## src/rtl/fifo_sched_pkg.sv

```systemverilog
// fifo_sched_pkg: FSM state encoding and width helper for the round-robin FIFO drain scheduler
package fifo_sched_pkg;
    typedef enum logic {ST_ARB = 1'b0, ST_BURST = 1'b1} state_t;
    function automatic int clog2(input int v);
        int r;
        r = 1;
        while ((1 << r) < v) r++;
        return r;
    endfunction
endpackage

```

## src/rtl/fifo_sched_obuf.sv

```systemverilog
// fifo_sched_obuf: 2-entry in-order {src,data} output buffer with valid/ready drain
module fifo_sched_obuf #(
    parameter int DW = 8,
    parameter int SW = 2
) (
    input  logic          clk,
    input  logic          rst,
    input  logic          push,
    input  logic [SW-1:0] push_src,
    input  logic [DW-1:0] push_data,
    input  logic          out_ready,
    output logic          out_valid,
    output logic [DW-1:0] out_data,
    output logic [SW-1:0] out_src,
    output logic [1:0]    occ
);
    logic [SW+DW-1:0] e0_q, e0_d, e1_q, e1_d;
    logic [1:0] occ_q, occ_d, slot;
    logic pop;
    always_comb begin
        pop = (occ_q != 2'd0) && out_ready;
        slot = occ_q - {1'b0, pop};
        occ_d = occ_q + {1'b0, push} - {1'b0, pop};
        e0_d = (pop && occ_q == 2'd2) ? e1_q : e0_q;
        e1_d = e1_q;
        if (push && slot == 2'd0) e0_d = {push_src, push_data};
        if (push && slot == 2'd1) e1_d = {push_src, push_data};
    end
    always_ff @(posedge clk) begin
        if (rst) begin
            e0_q <= '0;
            e1_q <= '0;
            occ_q <= '0;
        end else begin
            e0_q <= e0_d;
            e1_q <= e1_d;
            occ_q <= occ_d;
        end
    end
    assign out_valid = occ_q != 2'd0;
    assign {out_src, out_data} = e0_q;
    assign occ = occ_q;
endmodule

```

## src/rtl/fifo_rr_drain_sched.sv

```systemverilog
// fifo_rr_drain_sched: round-robin burst drain of N FIFOs into one stream; FIFO_SCHED_PRIO0_EN gives FIFO 0 strict priority
module fifo_rr_drain_sched
    import fifo_sched_pkg::*;
#(
    parameter int N     = 4,
    parameter int DW    = 8,
    parameter int BURST = 4
) (
    input  logic                        clk,
    input  logic                        rst,
    input  logic [N-1:0]                fifo_empty,
    output logic [N-1:0]                fifo_rd_en,
    input  logic [N*DW-1:0]             fifo_dout,
    output logic                        out_valid,
    output logic [DW-1:0]               out_data,
    output logic [clog2(N)-1:0]         out_src,
    input  logic                        out_ready
);
    localparam int SW = clog2(N);
    localparam int CW = clog2(BURST + 1);
    state_t state_q, state_d;
    logic [SW-1:0] rr_ptr_q, rr_ptr_d, gnt_q, gnt_d, infl_src_q, infl_src_d, pick, cand;
    logic [CW-1:0] burst_cnt_q, burst_cnt_d;
    logic infl_q, infl_d, found, skip0, credit, lim_ok, rd;
    logic [1:0] occ;
    always_comb begin
        int idx;
        found = 1'b0;
        pick = '0;
        cand = '0;
        skip0 = 1'b0;
        for (int k = 1; k <= N; k++) begin
            idx = int'(rr_ptr_q) + k;
            if (idx >= N) idx = idx - N;
            cand = SW'(idx);
`ifdef FIFO_SCHED_PRIO0_EN
            skip0 = cand == '0;
`endif
            if (!found && !skip0 && !fifo_empty[cand]) begin
                found = 1'b1;
                pick = cand;
            end
        end
`ifdef FIFO_SCHED_PRIO0_EN
        if (!fifo_empty[0]) begin
            found = 1'b1;
            pick = '0;
        end
`endif
    end
    always_comb begin
        credit = (occ + {1'b0, infl_q}) < 2'd2;
`ifdef FIFO_SCHED_PRIO0_EN
        lim_ok = (gnt_q == '0) || (burst_cnt_q < CW'(BURST));
`else
        lim_ok = burst_cnt_q < CW'(BURST);
`endif
        rd = (state_q == ST_BURST) && !fifo_empty[gnt_q] && credit && lim_ok;
        fifo_rd_en = rd ? (N'(1) << gnt_q) : '0;
        state_d = state_q;
        rr_ptr_d = rr_ptr_q;
        gnt_d = gnt_q;
        burst_cnt_d = burst_cnt_q;
        infl_d = rd;
        infl_src_d = gnt_q;
        if (state_q == ST_ARB && found) begin
            state_d = ST_BURST;
            gnt_d = pick;
            burst_cnt_d = '0;
`ifdef FIFO_SCHED_PRIO0_EN
            rr_ptr_d = (pick == '0) ? rr_ptr_q : pick;
`else
            rr_ptr_d = pick;
`endif
        end
        if (state_q == ST_BURST) begin
            burst_cnt_d = (rd && burst_cnt_q < CW'(BURST)) ? burst_cnt_q + 1'b1 : burst_cnt_q;
            // a credit stall alone keeps the grant; only empty or an exhausted burst releases it
            if (!rd && (fifo_empty[gnt_q] || !lim_ok)) state_d = ST_ARB;
        end
    end
    always_ff @(posedge clk) begin
        if (rst) begin
            state_q <= ST_ARB;
            rr_ptr_q <= SW'(N - 1);
            gnt_q <= '0;
            burst_cnt_q <= '0;
            infl_q <= 1'b0;
            infl_src_q <= '0;
        end else begin
            state_q <= state_d;
            rr_ptr_q <= rr_ptr_d;
            gnt_q <= gnt_d;
            burst_cnt_q <= burst_cnt_d;
            infl_q <= infl_d;
            infl_src_q <= infl_src_d;
        end
    end
    fifo_sched_obuf #(.DW(DW), .SW(SW)) u_obuf (
        .clk(clk),
        .rst(rst),
        .push(infl_q),
        .push_src(infl_src_q),
        .push_data(fifo_dout[int'(infl_src_q)*DW +: DW]),
        .out_ready(out_ready),
        .out_valid(out_valid),
        .out_data(out_data),
        .out_src(out_src),
        .occ(occ)
    );
endmodule
```

## config.mk

```make
export PLATFORM = sky130hd
export DESIGN_NAME = fifo_rr_drain_sched
export DESIGN_NICKNAME = d
export VERILOG_FILES = /design/src/rtl/fifo_sched_pkg.sv /design/src/rtl/fifo_sched_obuf.sv /design/src/rtl/fifo_rr_drain_sched.sv
export SDC_FILE = /design/constraint.sdc
export NUM_CORES = 1
export LEC_CHECK = 0
export ABC_CLOCK_PERIOD_IN_PS = 3050
export CAP_MARGIN = 30
export CORE_MARGIN = 10
export CORE_UTILIZATION = 49
export CTS_CLUSTER_SIZE = 30
export DETAILED_ROUTE_END_ITERATION = 6
export PLACE_DENSITY = 0.86
export SYNTH_ARGS = -nofsm -noshare
export SYNTH_HDL_FRONTEND = slang
export SYNTH_SLANG_ARGS = --single-unit
```

## constraint.sdc

```tcl
create_clock -name clk -period 3.05 [get_ports clk]
set_input_delay 0.305 -clock clk [delete_from_list [all_inputs] [get_ports clk]]
set_output_delay 0.305 -clock clk [all_outputs]
set_load 0.1 [all_outputs]
```

; Yosys cells after proc, flatten, opt, wreduce, memory -nomap -nowiden
; Index checks and enable logic that the tools add are counted.
[totals]
register_bits = 33
wordCells = 96
[op_classes]
n_addsub = 12
n_lt_le_gt_ge = 11
n_eq_ne = 3
n_shift = 2
muxes = 31
bitwise = 1
reduce_logical = 27
[ops]
columns = cell, count
row1 = $shiftx 32x6->8, 1
row2 = $mux 10, 2
row3 = $mux 2, 8
row4 = $lt 2x3->1 const B, 5
row5 = $logic_and 1x1->1, 13
row6 = $mux 1, 12
row7 = $bmux 1 s2, 5
row8 = $ge 3x3->1 const B, 3
row9 = $mux 3, 3
row10 = $logic_not 1->1, 8
row11 = $sub 2x1->2 const B, 4
row12 = $add 2x2->3 const B, 2
row13 = $reduce_bool 2->1, 3
row14 = $add 2x3->4 const B, 1
row15 = $ge 4x3->1 const B, 1
row16 = $mux 4, 1
row17 = $shl 1x2->4 const A, 1
row18 = $sub 2x1->2, 2
row19 = $add 2x1->3 const B, 1
row20 = $add 3x1->3 const B, 1
row21 = $lt 3x3->1 const B, 1
row22 = $add 2x1->2, 1
row23 = $eq 2x1->1 const B, 1
row24 = $eq 2x2->1 const B, 1
row25 = 6 further kinds, 6

; Depth between registers and ports, before layout
[depth]
depth_word = 18
depth_mapped = 8

; Hierarchy
; Synthesis repeated with hierarchy kept, for this count alone.
[unflattened]
cells_unflattened = 195
hier_area_um2 = 1808.0
[modules_own_cells]
columns = module, n_inst, cells_per_inst, area_each_um2, seq_area_each_um2
row1 = fifo_sched_obuf, 1, 117, 1031.0, 440.4
row2 = fifo_rr_drain_sched, 1, 78, 777.0, 220.2

; Worst setup path before layout
; Ideal clock, no wire load.
[synth_timing]
path_kind = flip-flop to output port
from = reg gnt_q[0]
to = out fifo_rd_en[2]
arrival_time_ns = 2.859
required_time_ns = 2.745
setup_slack_ns = -0.114
path_stages_with_launch = 5
n_path_buf = 1
path_cell_list = dfxtp_1 -> buf_6 -> mux2i_1 -> nand4b_1 -> nor3_1
[synth_via]
elab_chain_len = 7
[synth_rtl]
columns = element, line_no
row1 = "start, declared", fifo_rr_drain_sched.sv:22  ; logic [SW-1:0] rr_ptr_q, rr_ptr_d, gnt_q, gnt_d, infl_src_q, infl_src_d, pick, cand;
row2 = "start signal, assigned", fifo_rr_drain_sched.sv:93  ; gnt_q <= gnt_d;
row3 = $bmux 1 s2, fifo_rr_drain_sched.sv:58  ; rd = (state_q == ST_BURST) && !fifo_empty[gnt_q] && credit && lim_ok;
row4 = $mux 1 (implied by the code), fifo_rr_drain_sched.sv:58
row5 = $logic_not 1->1, fifo_rr_drain_sched.sv:58
row6 = $logic_and 1x1->1 (3 in series), fifo_rr_drain_sched.sv:58
row7 = $mux 4 (*), fifo_rr_drain_sched.sv:59  ; fifo_rd_en = rd ? (N'(1) << gnt_q) : '0;
row8 = "end, declared", fifo_rr_drain_sched.sv:12  ; output logic [N-1:0] fifo_rd_en,
; Every way passes the cells marked *; elsewhere a longest branch is shown, timed or not. The select of a mux whose other input is x is not followed.

; Final worst setup path
[layout_timing]
from = reg u_obuf.occ_q[1] (netlist: u_obuf.occ[1])
to = reg u_obuf.e0_q[0]
[layout_via]
elab_chain_len = 6
[layout_rtl]
columns = element, line_no
row1 = "start, declared", fifo_sched_obuf.sv:18  ; logic [1:0] occ_q, occ_d, slot;
row2 = "start signal, assigned", fifo_sched_obuf.sv:33  ; occ_q <= '0;
row3 = "start signal, assigned", fifo_sched_obuf.sv:37  ; occ_q <= occ_d;
row4 = $reduce_bool 2->1, fifo_sched_obuf.sv:21  ; pop = (occ_q != 2'd0) && out_ready;
row5 = $logic_and 1x1->1, fifo_sched_obuf.sv:21
row6 = $sub 2x1->2, fifo_sched_obuf.sv:22  ; slot = occ_q - {1'b0, pop};
row7 = $logic_not 2->1, fifo_sched_obuf.sv:26  ; if (push && slot == 2'd0) e0_d = {push_src, push_data};
row8 = $logic_and 1x1->1, fifo_sched_obuf.sv:26
row9 = $mux 10 or $reduce_bool 2->1 (tied branches), -
row10 = "end signal, assigned", fifo_sched_obuf.sv:31  ; e0_q <= '0;
row11 = "end signal, assigned", fifo_sched_obuf.sv:35  ; e0_q <= e0_d;
row12 = "end, declared", fifo_sched_obuf.sv:17  ; logic [SW+DW-1:0] e0_q, e0_d, e1_q, e1_d;
; Parallel ways exist; a longest one is shown, timed or not.
; A chain may end at the register's enable or synchronous reset.

==> impl_metrics.toml <==
[synthesis]
ys_ff_latch = 33
syn_inst = 165
yosys.area.top_type = "dfxtp_1"
synth_warnings = 0
yosysSeqAreaShare_pct = 39.9
synth_top_cell_area_share_pct = 39.9
synth_area_leaders = "dfxtp_1, mux2i_1, mux4_2"
syn-mean-instance-area_um2 = 10.0
synth-edff-count = 0
synth_cell_types = 39
synthFlopType = "dfxtp_1"
synthArstFlopShare_pct = 0
syn_nets = 208
syn_area_um2 = 1660

[die]
ios = 54
fp.dieW_um = 78.1
rows = 21
die_height_um = 78.1
core_area_um2 = 3310
initial_core_util_pct = 50.0
die-area_um2 = 6100

[setup_path]
arrival_ps = 2520
cp-start-kind = "flop"
criticalPathCategory = "reg -> reg"
max_stage_delay_ps = 580
endpoint_kind = "flop"
slowest_stage = "nand3b_1"
path_cells = "or2_2 > and2_1 > ha_1 > xor2_1 > nand3b_1 > nor2_1 > a211oi_1"
required_ps = 3300
crit_fanout = 20

[global_routing]
grt_max_degree = 21
grt-ovfl-total = 0
grt_pass1_wl_um = 7060
grt_usage_pct = 14.1
antenna_found_initial = 0
grt_pass1_vias = 1528

[clock_tree]
cts.clk_slew.worst_paths_ps = 100
h-tree-depth = 2
clock_sinks = 33
numCtsBuffers = 5
cts_resized = 0
cts-root-buf = "clkbuf_4"
hold_buffers = 0
clock_path_buffers = 2
post-cts-setup-buffer-count = 0
cts_tree = "done"
clock_latency_ps = 340

[detailed_routing]
ant_nets = 0
wire_per_inst_um = 15.7
drt-pass1-iter-count = 4
drc = 0
via_per_inst = 5.41
drt_iter0_drc = 89
totalWireLength_um = 4140
num_vias = 1424

[placed_design]
dpl_cell_area_um2 = 2200
io_buffers = 53
gp_congestion = 0.791
dp_cells = 255
dp_hpwl_um = 3290
pre_cts_ws_ps = 653

[status]
status = "finished clean"

[layout]
num_antenna_cells = 0
design_area_um2 = 2270
area_growth_pct = 37.4
num-nets-final = 259
postLayoutCoreUtil_pct = 68.7
final_cells = 263
drive_gt1_share_pct = 14.7

[sta]
finalHoldViolCount = 0
worst_pin_slew_ps = 999
fin_hold_ws_ps = 492
rsz0062_at_grt = "no"
worst_slack_ps = 773
finClkSkew_ps = 3.14
fin_crit_sh_pct = 74.7
final_max_slew_viol_count = 0
fin_setup_tns_ps = 0
setup_viol = 0
fmax_mhz = 439
relSlewSlack_pct = 33.2
fin_crit_ps = 2280

[power]
vdd_drop_max_mv = 0.276
total_power_mw = 1.49
p_leak_nw = 0.911
p_per_area_nw_per_um2 = 653

[worst_hold_path]
hp-class = "reg -> reg"

[run]
drv_cap = 0
-- sequential cells by signal (all words and copies together), names as in the netlist --
name / flops
burst_cnt_q: 3
gnt_q: 2
infl_q: 1
infl_src_q: 2
rr_ptr_q: 2
state_q: 1
u_obuf.e0_q: 10
u_obuf.e1_q: 10
u_obuf.occ: 2
-- where the power goes --
group	total, mW	internal, mW	switching [mW]	leakage [nW]
Clock	0.280	0.133	0.146	0.0413
Sequential	0.534	0.485	0.0484	0.269
Combinational	0.673	0.232	0.441	0.601
Total	1.49	0.851	0.636	0.911
-- cell usage in the layout, fill, tap and decap left out, types with 2 or more instances in the layout --
master | Yosys | routed
nor2b_1 | 2 | 2
clkdlybuf4s50_1 | 0 | 48
clkbuf_8 | 0 | 2
nor3_2 | 0 | 2
ha_1 | 4 | 4
a21oi_1 | 3 | 3
clkbuf_4 | 0 | 5
and2_1 | 2 | 2
o21ai_0 | 3 | 3
dfxtp_1 | 33 | 33
a211oi_1 | 10 | 10
nor3b_2 | 1 | 2
nand2_1 | 7 | 7
inv_1 | 5 | 5
mux2i_1 | 22 | 22
nor2_1 | 30 | 30
xor2_1 | 2 | 2
mux4_2 | 8 | 8
buf_4 | 1 | 7
-- synth_stat cells, types with 2 or more instances --
master / instances
a211oi_1: 10
a21oi_1: 3
and2_1: 2
buf_2: 2
clkbuf_1: 5
dfxtp_1: 33
ha_1: 4
inv_1: 5
mux2i_1: 22
mux4_2: 8
nand2_1: 7
nor2_1: 30
nor2b_1: 2
nor3_1: 3
nor3b_1: 2
o21ai_0: 3
xor2_1: 2
-- kinds of logic (layout without fill, tap and decap cells) --
| logic type | count (synthesis) | in the layout | share of synthesized area (%) |
|---|---|---|---|
| buf+inv | 16 | 68 | 4.54 |
| mux | 31 | 31 | 25.1 |
| flops | 33 | 33 | 39.9 |
| xor+xnor | 3 | 3 | 1.59 |
| simple gates | 53 | 53 | 15.0 |
| compound gates | 25 | 25 | 10.8 |
| fa+ha+maj | 4 | 4 | 3.02 |
-- final cells by class --
class                      count  area (µm²)
fill                         274        1040
multi-input combinational    116         935
sequential                    33         661
timing repair buffer          55         533
clock buffer                   7        65.1
tap                           46        57.6
inverter                       5        18.8
clock inverter                 1        5.00
-- layer usage --
metal | track usage [%] | wire (µm) | vias up
li1 | - | - | 695
met1 | 14.0 | 1590 | 682
met2 | 24.8 | 2210 | 35
met3 | 4.78 | 188 | 12
met4 | 9.14 | 144 | 0
met5 | 0 | 0 | -
-- worst max-delay path, delay by kind of cell (launching register included) --
| kind | cells | cell delay, ps |
|---|---|---|
| compound gates | 1 | 260 |
| xor+xnor | 1 | 230 |
| fa+ha+maj | 1 | 190 |
| flops | 1 | 360 |
| simple gates | 4 | 1170 |
-- final timing paths --
| path | from | end | slack [ps] | depth (start not counted) |
|---|---|---|---|---|
| hold reg to reg | burst_cnt_q[1] | burst_cnt_q[1] | 490 | 2 |
| hold / removal | burst_cnt_q[1] | burst_cnt_q[1] | 490 | 2 |
| setup / recovery | u_obuf.occ[1] | u_obuf.e0_q[0] | 770 | 7 |
| setup reg to reg | u_obuf.occ[1] | u_obuf.e0_q[0] | 770 | 7 |
Power figures use the tool's default switching activity.
